==> src/rtl/rfsoc_cfg_serializer_if.sv <==
// Command handshake and GPIO output bundle for the configuration serializer.
interface rfsoc_cfg_serializer_if #(
  parameter int unsigned DATA_W = 256
);
  logic              cmd_valid;
  logic              cmd_ready;
  logic [2:0]        cmd_target;
  logic [8:0]        cmd_len;
  logic [DATA_W-1:0] cmd_data;
  logic              abort;
  logic [7:0]        gpio_out;
  logic              busy;
  logic              done;
  logic              err;

  modport master (
    output cmd_valid, cmd_target, cmd_len, cmd_data, abort,
    input  cmd_ready, gpio_out, busy, done, err
  );

  modport slave (
    input  cmd_valid, cmd_target, cmd_len, cmd_data, abort,
    output cmd_ready, gpio_out, busy, done, err
  );
endinterface

==> src/rtl/rfsoc_cfg_serializer.sv <==
// Shifts one parallel command MSB-first onto the GPIO data line, clocking it
// with the selected per-channel serial clock line.
module rfsoc_cfg_serializer #(
  parameter int unsigned DATA_W      = 256,
  parameter int unsigned HALF_PERIOD = 4
) (
  input  logic                   clk,
  input  logic                   rst_n,
  rfsoc_cfg_serializer_if.slave  bus
);

  localparam int unsigned IDX_W = $clog2(DATA_W);
  localparam int unsigned PH_W  = $clog2(HALF_PERIOD + 1);
  localparam int unsigned LEN_W = 9;

  typedef enum logic [1:0] {S_IDLE, S_LOW, S_HIGH} state_t;

  state_t            r_state;
  logic [7:0]        r_gpio;
  logic [7:0]        r_clk_sel;
  logic              r_ready;
  logic              r_busy;
  logic              r_done;
  logic              r_err;
  logic [PH_W-1:0]   r_phase;
  logic [LEN_W-1:0]  r_bit_idx;
  logic [DATA_W-1:0] r_data;

  logic              w_accept;
  logic              w_cmd_legal;
  logic              w_first_bit;
  logic              w_next_bit;
  logic              w_phase_end;
  logic [7:0]        w_clk_sel;

  // Command legality and the first bit to present on sdata.
  assign w_accept    = bus.cmd_valid && r_ready;
  assign w_cmd_legal = (bus.cmd_target >= 3'd1) && (bus.cmd_target <= 3'd4) &&
                       (bus.cmd_len != '0) && (bus.cmd_len <= LEN_W'(DATA_W));
  assign w_first_bit = bus.cmd_data[IDX_W'(bus.cmd_len - LEN_W'(1))];
  assign w_next_bit  = r_data[IDX_W'(r_bit_idx - LEN_W'(1))];
  assign w_phase_end = (r_phase == PH_W'(HALF_PERIOD - 1));
  assign w_clk_sel   = 8'(8'd1 << bus.cmd_target);

  always_ff @(posedge clk) begin
    if (!rst_n) begin
      r_state   <= S_IDLE;
      r_gpio    <= '0;
      r_clk_sel <= '0;
      r_ready   <= 1'b0;
      r_busy    <= 1'b0;
      r_done    <= 1'b0;
      r_err     <= 1'b0;
      r_phase   <= '0;
      r_bit_idx <= '0;
      r_data    <= '0;
    end else begin
      r_done <= 1'b0;
      r_err  <= 1'b0;
      unique case (r_state)
        S_IDLE: begin
          r_ready <= 1'b1;
          r_busy  <= 1'b0;
          r_gpio  <= '0;
          if (w_accept) begin
            if (w_cmd_legal) begin
              r_state   <= S_LOW;
              r_ready   <= 1'b0;
              r_busy    <= 1'b1;
              r_data    <= bus.cmd_data;
              r_bit_idx <= bus.cmd_len - LEN_W'(1);
              r_clk_sel <= w_clk_sel;
              r_phase   <= '0;
              r_gpio    <= {7'd0, w_first_bit};
            end else begin
              r_err <= 1'b1;
            end
          end
        end
        S_LOW: begin
          if (bus.abort) begin
            r_state <= S_IDLE;
            r_gpio  <= '0;
            r_ready <= 1'b1;
            r_busy  <= 1'b0;
          end else if (w_phase_end) begin
            r_state <= S_HIGH;
            r_phase <= '0;
            r_gpio  <= r_gpio | r_clk_sel;
          end else begin
            r_phase <= r_phase + PH_W'(1);
          end
        end
        S_HIGH: begin
          // Falling clock and the next data bit change on the same edge.
          if (bus.abort) begin
            r_state <= S_IDLE;
            r_gpio  <= '0;
            r_ready <= 1'b1;
            r_busy  <= 1'b0;
          end else if (w_phase_end) begin
            r_phase <= '0;
            if (r_bit_idx != '0) begin
              r_state   <= S_LOW;
              r_bit_idx <= r_bit_idx - LEN_W'(1);
              r_gpio    <= {7'd0, w_next_bit};
            end else begin
              r_state <= S_IDLE;
              r_gpio  <= '0;
              r_done  <= 1'b1;
              r_ready <= 1'b1;
              r_busy  <= 1'b0;
            end
          end else begin
            r_phase <= r_phase + PH_W'(1);
          end
        end
        default: begin
          r_state <= S_IDLE;
          r_gpio  <= '0;
          r_busy  <= 1'b0;
        end
      endcase
    end
  end

  assign bus.cmd_ready = r_ready;
  assign bus.gpio_out  = r_gpio;
  assign bus.busy      = r_busy;
  assign bus.done      = r_done;
  assign bus.err       = r_err;

endmodule

==> src/flat_wrapper.sv <==
// flat-port wrapper written by rule: the top's interface ports become plain ports
module rfsoc_cfg_serializer_flat 
#(
  parameter int unsigned DATA_W      = 256,
  parameter int unsigned HALF_PERIOD = 4
)
  (clk, rst_n, bus_cmd_valid, bus_cmd_target, bus_cmd_len, bus_cmd_data, bus_abort, bus_cmd_ready, bus_gpio_out, bus_busy, bus_done, bus_err);
  rfsoc_cfg_serializer_if #(.DATA_W(DATA_W)) bus_i ();
  input  logic clk;
  input  logic rst_n;
  input wire logic [$bits(bus_i.cmd_valid)-1:0] bus_cmd_valid;
  input wire logic [$bits(bus_i.cmd_target)-1:0] bus_cmd_target;
  input wire logic [$bits(bus_i.cmd_len)-1:0] bus_cmd_len;
  input wire logic [$bits(bus_i.cmd_data)-1:0] bus_cmd_data;
  input wire logic [$bits(bus_i.abort)-1:0] bus_abort;
  output wire logic [$bits(bus_i.cmd_ready)-1:0] bus_cmd_ready;
  output wire logic [$bits(bus_i.gpio_out)-1:0] bus_gpio_out;
  output wire logic [$bits(bus_i.busy)-1:0] bus_busy;
  output wire logic [$bits(bus_i.done)-1:0] bus_done;
  output wire logic [$bits(bus_i.err)-1:0] bus_err;
  assign bus_i.cmd_valid = bus_cmd_valid;
  assign bus_i.cmd_target = bus_cmd_target;
  assign bus_i.cmd_len = bus_cmd_len;
  assign bus_i.cmd_data = bus_cmd_data;
  assign bus_i.abort = bus_abort;
  assign bus_cmd_ready = bus_i.cmd_ready;
  assign bus_gpio_out = bus_i.gpio_out;
  assign bus_busy = bus_i.busy;
  assign bus_done = bus_i.done;
  assign bus_err = bus_i.err;
  rfsoc_cfg_serializer #(.DATA_W(DATA_W), .HALF_PERIOD(HALF_PERIOD)) u_core (.clk(clk), .rst_n(rst_n), .bus(bus_i));
endmodule
==> config.mk <==
export PLATFORM = sky130hd
export DESIGN_NAME = rfsoc_cfg_serializer_flat
export DESIGN_NICKNAME = d
export VERILOG_FILES = /design/src/rtl/rfsoc_cfg_serializer_if.sv /design/src/rtl/rfsoc_cfg_serializer.sv /design/src/flat_wrapper.sv
export SDC_FILE = /design/constraint.sdc
export NUM_CORES = 1
export LEC_CHECK = 0
export BUFFER_PORTS_ARGS = -buffer_cell sky130_fd_sc_hd__clkbuf_2
export CAP_MARGIN = 20
export CORE_MARGIN = 8
export CORE_UTILIZATION = 57
export CTS_CLUSTER_SIZE = 30
export DETAILED_ROUTE_END_ITERATION = 8
export GPL_TIMING_DRIVEN = 0
export HOLD_SLACK_MARGIN = 0.08
export PLACE_DENSITY = 0.81
export SLEW_MARGIN = 20
export SYNTH_ARGS = -nofsm -noshare
export SYNTH_HDL_FRONTEND = slang
export SYNTH_SLANG_ARGS = --single-unit
==> constraint.sdc <==
create_clock -name clk -period 4.6 [get_ports clk]
set_input_delay 0.46 -clock clk [delete_from_list [all_inputs] [get_ports clk]]
set_output_delay 0.46 -clock clk [all_outputs]
set_load 0.01 [all_outputs]
## After elaboration in Yosys (flattened, before gate mapping)

Index checks and enable logic that the tools add are counted.

| storage, ports and cells | value |
|---|---|
| register bits | 290 |
| RAM bits | 0 |
| ROM bits | 0 |
| memories kept | 0 |
| bits of input ports | 272 |
| logic and storage cells | 102 |
| bits in latches | 0 |

| cells by class | value |
|---|---|
| equal/unequal tests | 13 |
| shift-type cells | 1 |
| multiplexer cells | 46 |
| $mul | 0 |
| bitwise logic cells | 4 |
| reductions and logical operators | 20 |
| order comparisons | 5 |
| divide/modulo/power cells | 0 |
| $add $sub $neg | 3 |

Operator list:

| cell | count |
|---|---|
| 9-bit two-way mux | 5 |
| 8-bit two-way mux | 5 |
| 8-bit one-hot mux with 3 select lines | 1 |
| 8-bit by 9-bit less-than comparator with 1-bit output, second input constant | 2 |
| 1-bit two-way mux | 18 |
| 9-bit one-hot mux with 2 select lines | 1 |
| 9-bit nonzero test | 2 |
| 9-bit by 1-bit subtractor with 9-bit output, second input constant | 2 |
| 1-bit binary-select mux with 8-bit select | 2 |
| 2-bit two-way mux | 6 |
| 3-bit two-way mux | 4 |
| 4-bit AND reduction | 3 |
| 9-bit <= comparator, second input constant | 1 |
| 3-bit AND reduction | 3 |
| 2-bit by 1-bit inequality test with 1-bit output, second input constant | 4 |
| 8-bit OR | 1 |
| 1-bit by 3-bit << shifter with 8-bit output, first input constant | 1 |
| 2-bit inequality test, second input constant | 3 |
| 3-bit by 2-bit inequality test with 1-bit output, second input constant | 2 |
| 1-bit one-hot mux with 3 select lines | 2 |
| 2-bit one-hot mux with 3 select lines | 1 |
| 3-bit one-hot mux with 2 select lines | 1 |
| 6-bit AND reduction | 1 |
| 1-bit logical AND | 4 |
| 14 further kinds | 17 |

## Longest topological paths before layout

Gate-level depths: netlist of the first run.

| depth | value |
|---|---|
| word-level depth | 7 |
| mapped depth | 18 |
| gate-level depth less buffers | 10 |

## Worst setup path before layout of the first run

OpenSTA, ideal clock, no wires.

| timing path | value |
|---|---|
| kind | input to register |
| from | input bus_cmd_len[0] |
| to | register u_core.r_gpio[0] (netlist: u_core.bus.gpio_out[0]) |
| arrival | 3.829 ns |
| setup time | 0.122 ns |
| setup slack | 0.649 ns |
| stages | 13 |
| path through | buf_2 > buf_2 > buf_2 > inv_1 > ha_1 > buf_6 > xor2_4 > mux4_1 > mux4_2 > o221a_1 > nor4_2 > a311oi_1 > o311a_1 |

| on the way | value |
|---|---|
| longest elaborated chain between the ends | 6 |
| elaborated cells between the ends (all ways) | 10 |
| those cells by class | add/sub (1); order compare (1); mux (5); reduce/logical (3) |

Ends and longest elaborated chain:

| item | RTL line | source |
|---|---|---|
| from (decl) | flat_wrapper.sv:13 | `input wire logic [$bits(bus_i.cmd_len)-1:0] bus_cmd_len;` |
| 9-bit by 1-bit subtractor with 9-bit output / 9-bit nonzero test (equally long branches) | rfsoc_cfg_serializer.sv:40, rfsoc_cfg_serializer.sv:39 |  |
| 1-bit binary-select mux with 8-bit select / 1-bit logical AND (equally long branches) | rfsoc_cfg_serializer.sv:40, rfsoc_cfg_serializer.sv:38 |  |
| 1-bit two-way mux (not written as such) / 1-bit logical AND (equally long branches) | rfsoc_cfg_serializer.sv:40, rfsoc_cfg_serializer.sv:39 |  |
| 1-bit two-way mux (*) | rfsoc_cfg_serializer.sv:66 | `if (w_cmd_legal) begin` |
| 8-bit two-way mux (*) | rfsoc_cfg_serializer.sv:65 | `if (w_accept) begin` |
| 8-bit one-hot mux with 3 select lines (*) | rfsoc_cfg_serializer.sv:60 | `unique case (r_state)` |
| to (signal assigned) | rfsoc_cfg_serializer.sv:74 | `r_gpio <= {7'd0, w_first_bit};` |
| to (signal assigned) | rfsoc_cfg_serializer.sv:89 | `r_gpio <= r_gpio \| r_clk_sel;` |
| to (signal assigned) | rfsoc_cfg_serializer.sv:106 | `r_gpio <= {7'd0, w_next_bit};` |
| to (decl) | rfsoc_cfg_serializer.sv:19 | `logic [7:0] r_gpio;` |

Mark *: on every way between the ends. The rest lies on a longest branch, timed or not. The select of a mux whose other input is x is not followed.
A chain may end at the register's enable or synchronous reset.

## Worst setup path after layout of the first run

Same ends and word-level chain as after synthesis.

==> out/metrics.cfg, run 1 <==
[setup_path]
timing.rr.end=u_core.bus.gpio_out[0]$_SDFFE_PN0P_
cpLargestDelayFamily=compound AO/OA/AOI/OAI gates
crit_chain=buf_2, buf_4, buf_4, inv_1, ha_1, buf_6, nor3b_1, xor2_1, a21oi_1, a32oi_1, o211ai_1, a41o_1, a311oi_1, o311a_1
worst_path_max_delay_cell=xor2_1
rr_worst_depth=16
r2r_start=u_core.r_bit_idx[0]$_SDFFE_PN0P_
reg2reg_setup_slack_ps=-150
crit_type=in2reg
cpPeakStageDelay_ps=990
cp-start-kind=input port
worst_ep_arrival_time_ps=5290
crit_top_cell=buf_4
crit_required_ps=5060
cp-end-kind=flop
path_max_fanout=10
critPathBufInv=5

[finish]
final_cell_mix=645 x nand2_1, 290 x dfxtp_1, 282 x clkbuf_2
num-fill-cells=2156
nets=2360
multi_input_area_mm2=0.009141
ff_latch_area_mm2=0.005806
n_antenna_cell=0
final_area_mm2=0.01868
drive_gt1_share_pct=25.48
syn2layout_area_growth_pct=20.14
layout_commonest_cell=nand2_1

[yosys]
asyncSetResetFlopFracSynth_pct=0
synthCells=1763
synth_edf_count=0
ys_types=68
synth-main-ff-cell=dfxtp_1
synth_area_mm2=0.01554
ys_ff_latch=290
synth_warnings=0
seq_area_frac_synth_pct=37.35
syn_avg_cell_area_um2=8.817
mappedNetlistNets=2043

[clock_network]
cts_buffers=34
clock_latency_ps=520
cts_hold_buf=0
clockBufferDepth=3
root_buffer=clkbuf_16
cts_max_level=2
cts_tree=done
cts.sinks=290
cts.clk_slew.worst_paths_ps=60

[global_route]
grt_usage_pct=33.74
grt_first_pass_wirelength_um=86070
grt_overflow=0
grt_pass1_vias=15273
grt_antenna_before_repair=1
grt_max_degree=14

[sta]
clock_skew_ps=13.67
period_needed_ps=4833
fin_crit_sh_pct=105.1
slew_headroom_pct=17.16
final_critical_path_setup_slack_ps=-233.4
hold_violations=0
holdWs_ps=164.3
fmax_ghz=0.2069
grt_setup_unrepaired=true
final_max_slew_viol_count=0
worst_pin_slew_ps=1238
setup_viol=1

[floorplanning]
core_mm2=0.02688
die_h_um=181.1
num_io_pins=284
rows=60
start_util_pct=57.84
die-area_mm2=0.03281
die_w_um=181.1

[detailed_routing]
avgViaCountPerCell=6.285
drtAntennaViolNets=0
totalWireLength_um=57650
remaining_drc_errors=0
wl_per_cell_um=23.58
num_vias=15366
dr.first_iter.drc_count=1838
drt_first_pass_iters=6

[power]
ir_drop_mv=0.2367
p_sw_mw=1.889
switching_share_pct=28.59
comb_power_share_pct=18.3
cellLeakagePower_nw=6.989
seq_power_share_pct=39.5
pwr-share-clk_pct=42.3
p_int_mw=4.719
power_density_mw_per_mm2=353.9

[status]
outcome=finished with violations
violations=setup timing

[min_path]
hold_class=in2reg
hold_end=u_core.r_data[163]$_SDFFE_PN0P_
hp-start=bus_cmd_data[163]
min_path_cells=3

[run]
drv_cap=0

[place]
place_area_mm2=0.01737
place_congestion=1.025
dpl_worst_slack_ps=-1443
io_buffers=278
hpwl_um=42680

-- routing by layer --
layer,global-route usage (%),part of all wire [%]
met5,0,0
met4,17.48,6.1
met3,8.887,12
met2,53.58,45
met1,41.80,37
-- area by class of cell --
class / count / area share, %
multi-input cells: 1318 / 48.95
flip-flops and latches: 290 / 31.09
repair buffers: 281 / 7.571
clock buffers: 48 / 5.273
plain buffers: 142 / 3.712
well taps: 341 / 2.285
clock inverters: 12 / 0.8643
inverters: 13 / 0.2613
-- power groups by stage --
stage	Combinational (mW)	Sequential [mW]	Clock, mW
detailed placement	1.12	2.66	0
global route	1.24	2.61	2.89
floorplan	0.650	2.65	0
CTS	1.15	2.61	2.78
global placement	1.11	2.66	0
finish	1.21	2.61	2.79
-- cell usage after synthesis (3+ instances only) --
cell type,count,area [um^2]
buf_1,17,63.81
nand2b_1,5,31.28
mux4_2,117,2635
a31oi_1,8,50.05
a21oi_1,36,180.2
a21boi_1,248,1862
and3_1,7,43.79
xnor2_1,9,78.83
clkbuf_1,70,262.8
nor2b_1,11,68.82
buf_2,49,245.2
mux2i_1,17,170.2
o21ai_0,13,65.06
nor2_1,34,127.6
a221o_1,5,50.05
a221oi_1,7,61.31
nand4b_1,3,26.28
nor3b_1,3,22.52
nor3_1,4,20.02
nand2_1,645,2421
dfxtp_1,290,5806
nand4_1,12,75.07
o22ai_1,4,25.02
a32oi_1,9,78.83
a211oi_1,3,22.52
a21boi_0,16,120.1
a311oi_1,3,26.28
nand3b_1,3,22.52
ha_1,8,100.1
inv_1,13,48.80
a2111oi_0,3,26.28
xor2_1,7,61.31
buf_4,5,37.54
and2_1,5,31.28
nand3_1,33,165.2
-- worst min-delay path: stages --
cell and delay, ps:
clkbuf_2 90, nand2_1 50, a21boi_1 50
-- registers in the layout (all words and copies together) (netlist names) --
name	cells
u_core.bus.busy	1
u_core.r_bit_idx	9
u_core.r_data	256
u_core.bus.done	1
u_core.r_state	2
u_core.r_phase	3
u_core.r_clk_sel	8
u_core.bus.cmd_ready	1
u_core.bus.err	1
u_core.bus.gpio_out	8
-- stage by stage --
step / power [mW] / TNS [ps] / std cells / util (%)
6_report: 6.608 / -233.4 / 2445 / 69.49
5_1_grt: 6.747 / -132.9 / 2445 / 69.49
3_3_place_gp: 3.768 / -200060 / 2382 / 64.60
3_5_place_dp: 3.784 / -197010 / 2382 / 64.65
2_1_floorplan: 3.300 / 0 / 1763 / -
4_1_cts: 6.536 / 0 / 2445 / 69.38
-- worst max path at each step --
stage                                          start                                  end  slack [ps]  depth (start not counted)
detailed placement                    bus_cmd_len[0]  u_core.bus.gpio_out[0]$_SDFFE_PN0P_       -1440                         14
floorplan                             bus_cmd_len[0]  u_core.bus.gpio_out[0]$_SDFFE_PN0P_         650                         13
finish                                bus_cmd_len[0]  u_core.bus.gpio_out[0]$_SDFFE_PN0P_        -230                         14
global route                          bus_cmd_len[0]  u_core.bus.gpio_out[0]$_SDFFE_PN0P_        -130                         14
CTS                 u_core.r_bit_idx[0]$_SDFFE_PN0P_  u_core.bus.gpio_out[0]$_SDFFE_PN0P_          10                         16
global placement                      bus_cmd_len[0]  u_core.bus.gpio_out[0]$_SDFFE_PN0P_       -1400                         13
-- cells by family after synthesis --
kind of cell | share of synthesized area, %
AND/OR/NAND/NOR | 20.28
flip-flops | 37.35
AO/OA/AOI/OAI | 17.86
XOR/XNOR | 1.183
multiplexers | 18.38
buffers and inverters | 4.306
adder cells (fa/ha/maj) | 0.6439
-- repair_timing --
item,in CTS,in global routing
setup endpoints to repair,211,94
setup buffers,3,0
hold endpoints to repair,0,0
pin swaps,0,1
gates cloned,0,0
resized for setup,39,11
Note: power is estimated with default switching activity, not from simulation.
==> run 2, diff against run 1 <==
--- a/config.mk
+++ b/config.mk
@@ -5,7 +5,7 @@
 export SDC_FILE = /design/constraint.sdc
 export NUM_CORES = 1
 export LEC_CHECK = 0
-export BUFFER_PORTS_ARGS = -buffer_cell sky130_fd_sc_hd__clkbuf_2
+export BUFFER_PORTS_ARGS = -buffer_cell sky130_fd_sc_hd__buf_2
 export CAP_MARGIN = 20
 export CORE_MARGIN = 8
 export CORE_UTILIZATION = 57
==> run 2 against run 1 <==
The flow still finishes with violations (setup timing). Register-to-register slack better by 150 ps. Sequential cell count unchanged. Sequential share of layout area about the same. Global-route usage up 0.62 points. Critical path depth unchanged. Critical endpoint is now u_core.r_data[252]$_SDFFE_PN0P_.
==> out/metrics.cfg, run 2 (synthesis gave the netlist of run 1 again) <==
[detailed_routing]
remaining_drc_errors=0  ; unchanged
dr.first_iter.drc_count=1854  ; +0.87%
drtAntennaViolNets=0  ; unchanged
avgViaCountPerCell=6.271  ; -0.21%
totalWireLength_um=58060  ; +0.71%
drt_first_pass_iters=5  ; -1
wl_per_cell_um=23.74  ; +0.67%
num_vias=15340  ; -0.17%

[finish]
reg_top3=u_core.r_data: 256 flops, u_core.r_bit_idx: 9 flops
drive_gt1_share_pct=26.00  ; +0.52 points
final_cell_mix=645 x nand2_1, 315 x buf_2, 290 x dfxtp_1
num-fill-cells=2146  ; -0.46%
syn2layout_area_growth_pct=20.04  ; about the same
stdcell_count=2446  ; +0.041%
largest_reg_flops=256  ; unchanged
regMostFlops=u_core.r_data
final_area_mm2=0.01866  ; about the same
layout_commonest_cell=nand2_1
nets=2363  ; +0.13%

[place]
place_area_mm2=0.01737  ; unchanged
placed_cells=2382  ; unchanged
io_buffers=278  ; unchanged
dpl_worst_slack_ps=-1455  ; -11.89 ps
hpwl_um=42950  ; +0.65%
place_congestion=1.013  ; -1.2%

[run]
drv_cap=0  ; unchanged

[clock_network]
cts_tree=done
clockBufferDepth=3  ; unchanged
root_buffer=clkbuf_16
cts.clk_slew.worst_paths_ps=60  ; about the same
clock_latency_ps=510  ; about the same
cts_max_level=2  ; unchanged
cts_hold_buf=0  ; unchanged
cts_buffers=34  ; unchanged
cts.sinks=290  ; unchanged

[status]
outcome=finished with violations
violations=setup timing

[min_path]
min_path_cells=3  ; unchanged
hold_class=in2reg
hold_end=u_core.r_data[238]$_SDFFE_PN0P_
hp-start=bus_cmd_data[238]

[setup_path]
worst_ep_arrival_time_ps=5090  ; -200 ps
cp-end-kind=flop
cp-start-kind=input port
timing.rr.end=u_core.bus.gpio_out[0]$_SDFFE_PN0P_
rr_worst_depth=17  ; +1
r2r_start=u_core.r_bit_idx[0]$_SDFFE_PN0P_
path_max_fanout=10  ; unchanged
reg2reg_setup_slack_ps=0  ; +150 ps
crit_type=in2reg
crit_required_ps=5040  ; -20 ps

[sta]
final_critical_path_setup_slack_ps=-50.37  ; +183.0 ps
worst_pin_slew_ps=1021  ; -217.6 ps
fmax_ghz=0.2150  ; +3.9%
setup_viol=2  ; +1
final_max_slew_viol_count=0  ; unchanged
slew_headroom_pct=31.46  ; +14 points
fin_crit_sh_pct=101.1  ; -4.0 points
grt_setup_unrepaired=true
hold_violations=0  ; unchanged
clock_skew_ps=9.818  ; -3.853 ps
period_needed_ps=4650  ; -183.0 ps

[floorplanning]
die_w_um=181.1  ; unchanged
rows=60  ; unchanged
start_util_pct=57.84  ; unchanged
die_h_um=181.1  ; unchanged
core_mm2=0.02688  ; unchanged
num_io_pins=284  ; unchanged
die-area_mm2=0.03281  ; unchanged

[global_route]
grt_antenna_before_repair=2  ; +1
grt_first_pass_wirelength_um=87620  ; +1.8%
grt_max_degree=14  ; unchanged
grt_usage_pct=34.36  ; +0.62 points
grt_overflow=0  ; unchanged
grt_pass1_vias=15451  ; +1.2%

[power]
ir_drop_mv=0.2246  ; -5.1%
fin_total_pwr_mw=6.504  ; -1.6%
power_density_mw_per_mm2=348.5  ; -1.5%
cellLeakagePower_nw=6.932  ; -0.80%

## run 2: cell count changes in the layout (fill, tap and decap cells not counted), sizes merged
cell | before | now
buf | 72 | 350
bufinv | 3 | 2
clkbuf | 398 | 118
clkdlybuf4s15 | 1 | 0
clkinv | 8 | 10
clkinvlp | 0 | 2
diode | 0 | 1
## run 2: what timing repair did
action / in CTS / in global routing
setup buffers: 2 / 4
gates cloned: 0 / 0
endpoints found under the setup margin: 211 / 48
gates resized for setup: 48 / 16
pin swaps: 0 / 3
## run 2: worst max path at each step
stage,start,to,slack (ps),cells past startpoint
6_report,bus_cmd_len[0],u_core.r_data[252]$_SDFFE_PN0P_,-50,14
5_1_grt,u_core.r_bit_idx[0]$_SDFFE_PN0P_,u_core.bus.gpio_out[0]$_SDFFE_PN0P_,-70,16
4_1_cts,u_core.r_bit_idx[0]$_SDFFE_PN0P_,u_core.bus.gpio_out[0]$_SDFFE_PN0P_,20,16
3_5_place_dp,bus_cmd_len[0],u_core.bus.gpio_out[0]$_SDFFE_PN0P_,-1450,14
3_3_place_gp,bus_cmd_len[0],u_core.bus.gpio_out[0]$_SDFFE_PN0P_,-1430,13
2_1_floorplan,bus_cmd_len[0],u_core.bus.gpio_out[0]$_SDFFE_PN0P_,650,13
## run 2: per-stage QoR
step | setup TNS, ps | utilization (%) | hold WS [ps]
after floorplan | 0 | - | 415.5
after global placement | -202310 | 64.60 | 429.8
after detailed placement | -204890 | 64.65 | 431.2
after CTS | 0 | 69.19 | 189.0
after global routing | -68.54 | 69.43 | 197.6
final | -99.69 | 69.43 | 192.1
## run 2: worst max-delay path: stages
cell      delay (ps)
buf_2            340
buf_4            410
buf_4            350
inv_1            290
ha_2             280
buf_6            140
nand3_1          120
xor2_1           290
nand4_1          320
nor2_2           560
clkbuf_1         620
buf_1            550
nand2_1          140
a21boi_1         180
## run 2: final cells by class
cell class / count / area (um^2) / area share (%)
buffer: 141 / 698.2 / 3.741
tap: 341 / 426.7 / 2.286
clock inverter: 15 / 133.9 / 0.7174
multi-input combinational: 1318 / 9159 / 49.08
inverter: 13 / 48.80 / 0.2615
antenna: 1 / 2.502 / 0.01341
sequential: 290 / 5806 / 31.11
clock buffer: 42 / 942.2 / 5.049
timing repair buffer: 285 / 1444 / 7.738
## run 2: routing by layer
metal,part of all wire (%),GRT usage [%],up-vias
li1,-,-,6808
met1,37,41.60,7346
met2,45,54.19,968
met3,11,9.488,218
met4,6.5,20.43,0
met5,0,0,-
## run 2: report_power, final
group,switching (mW),internal [mW],leakage (nW)
clock network,1.10,1.56,0.536
registers,0.0353,2.57,2.35
logic,0.738,0.489,4.05
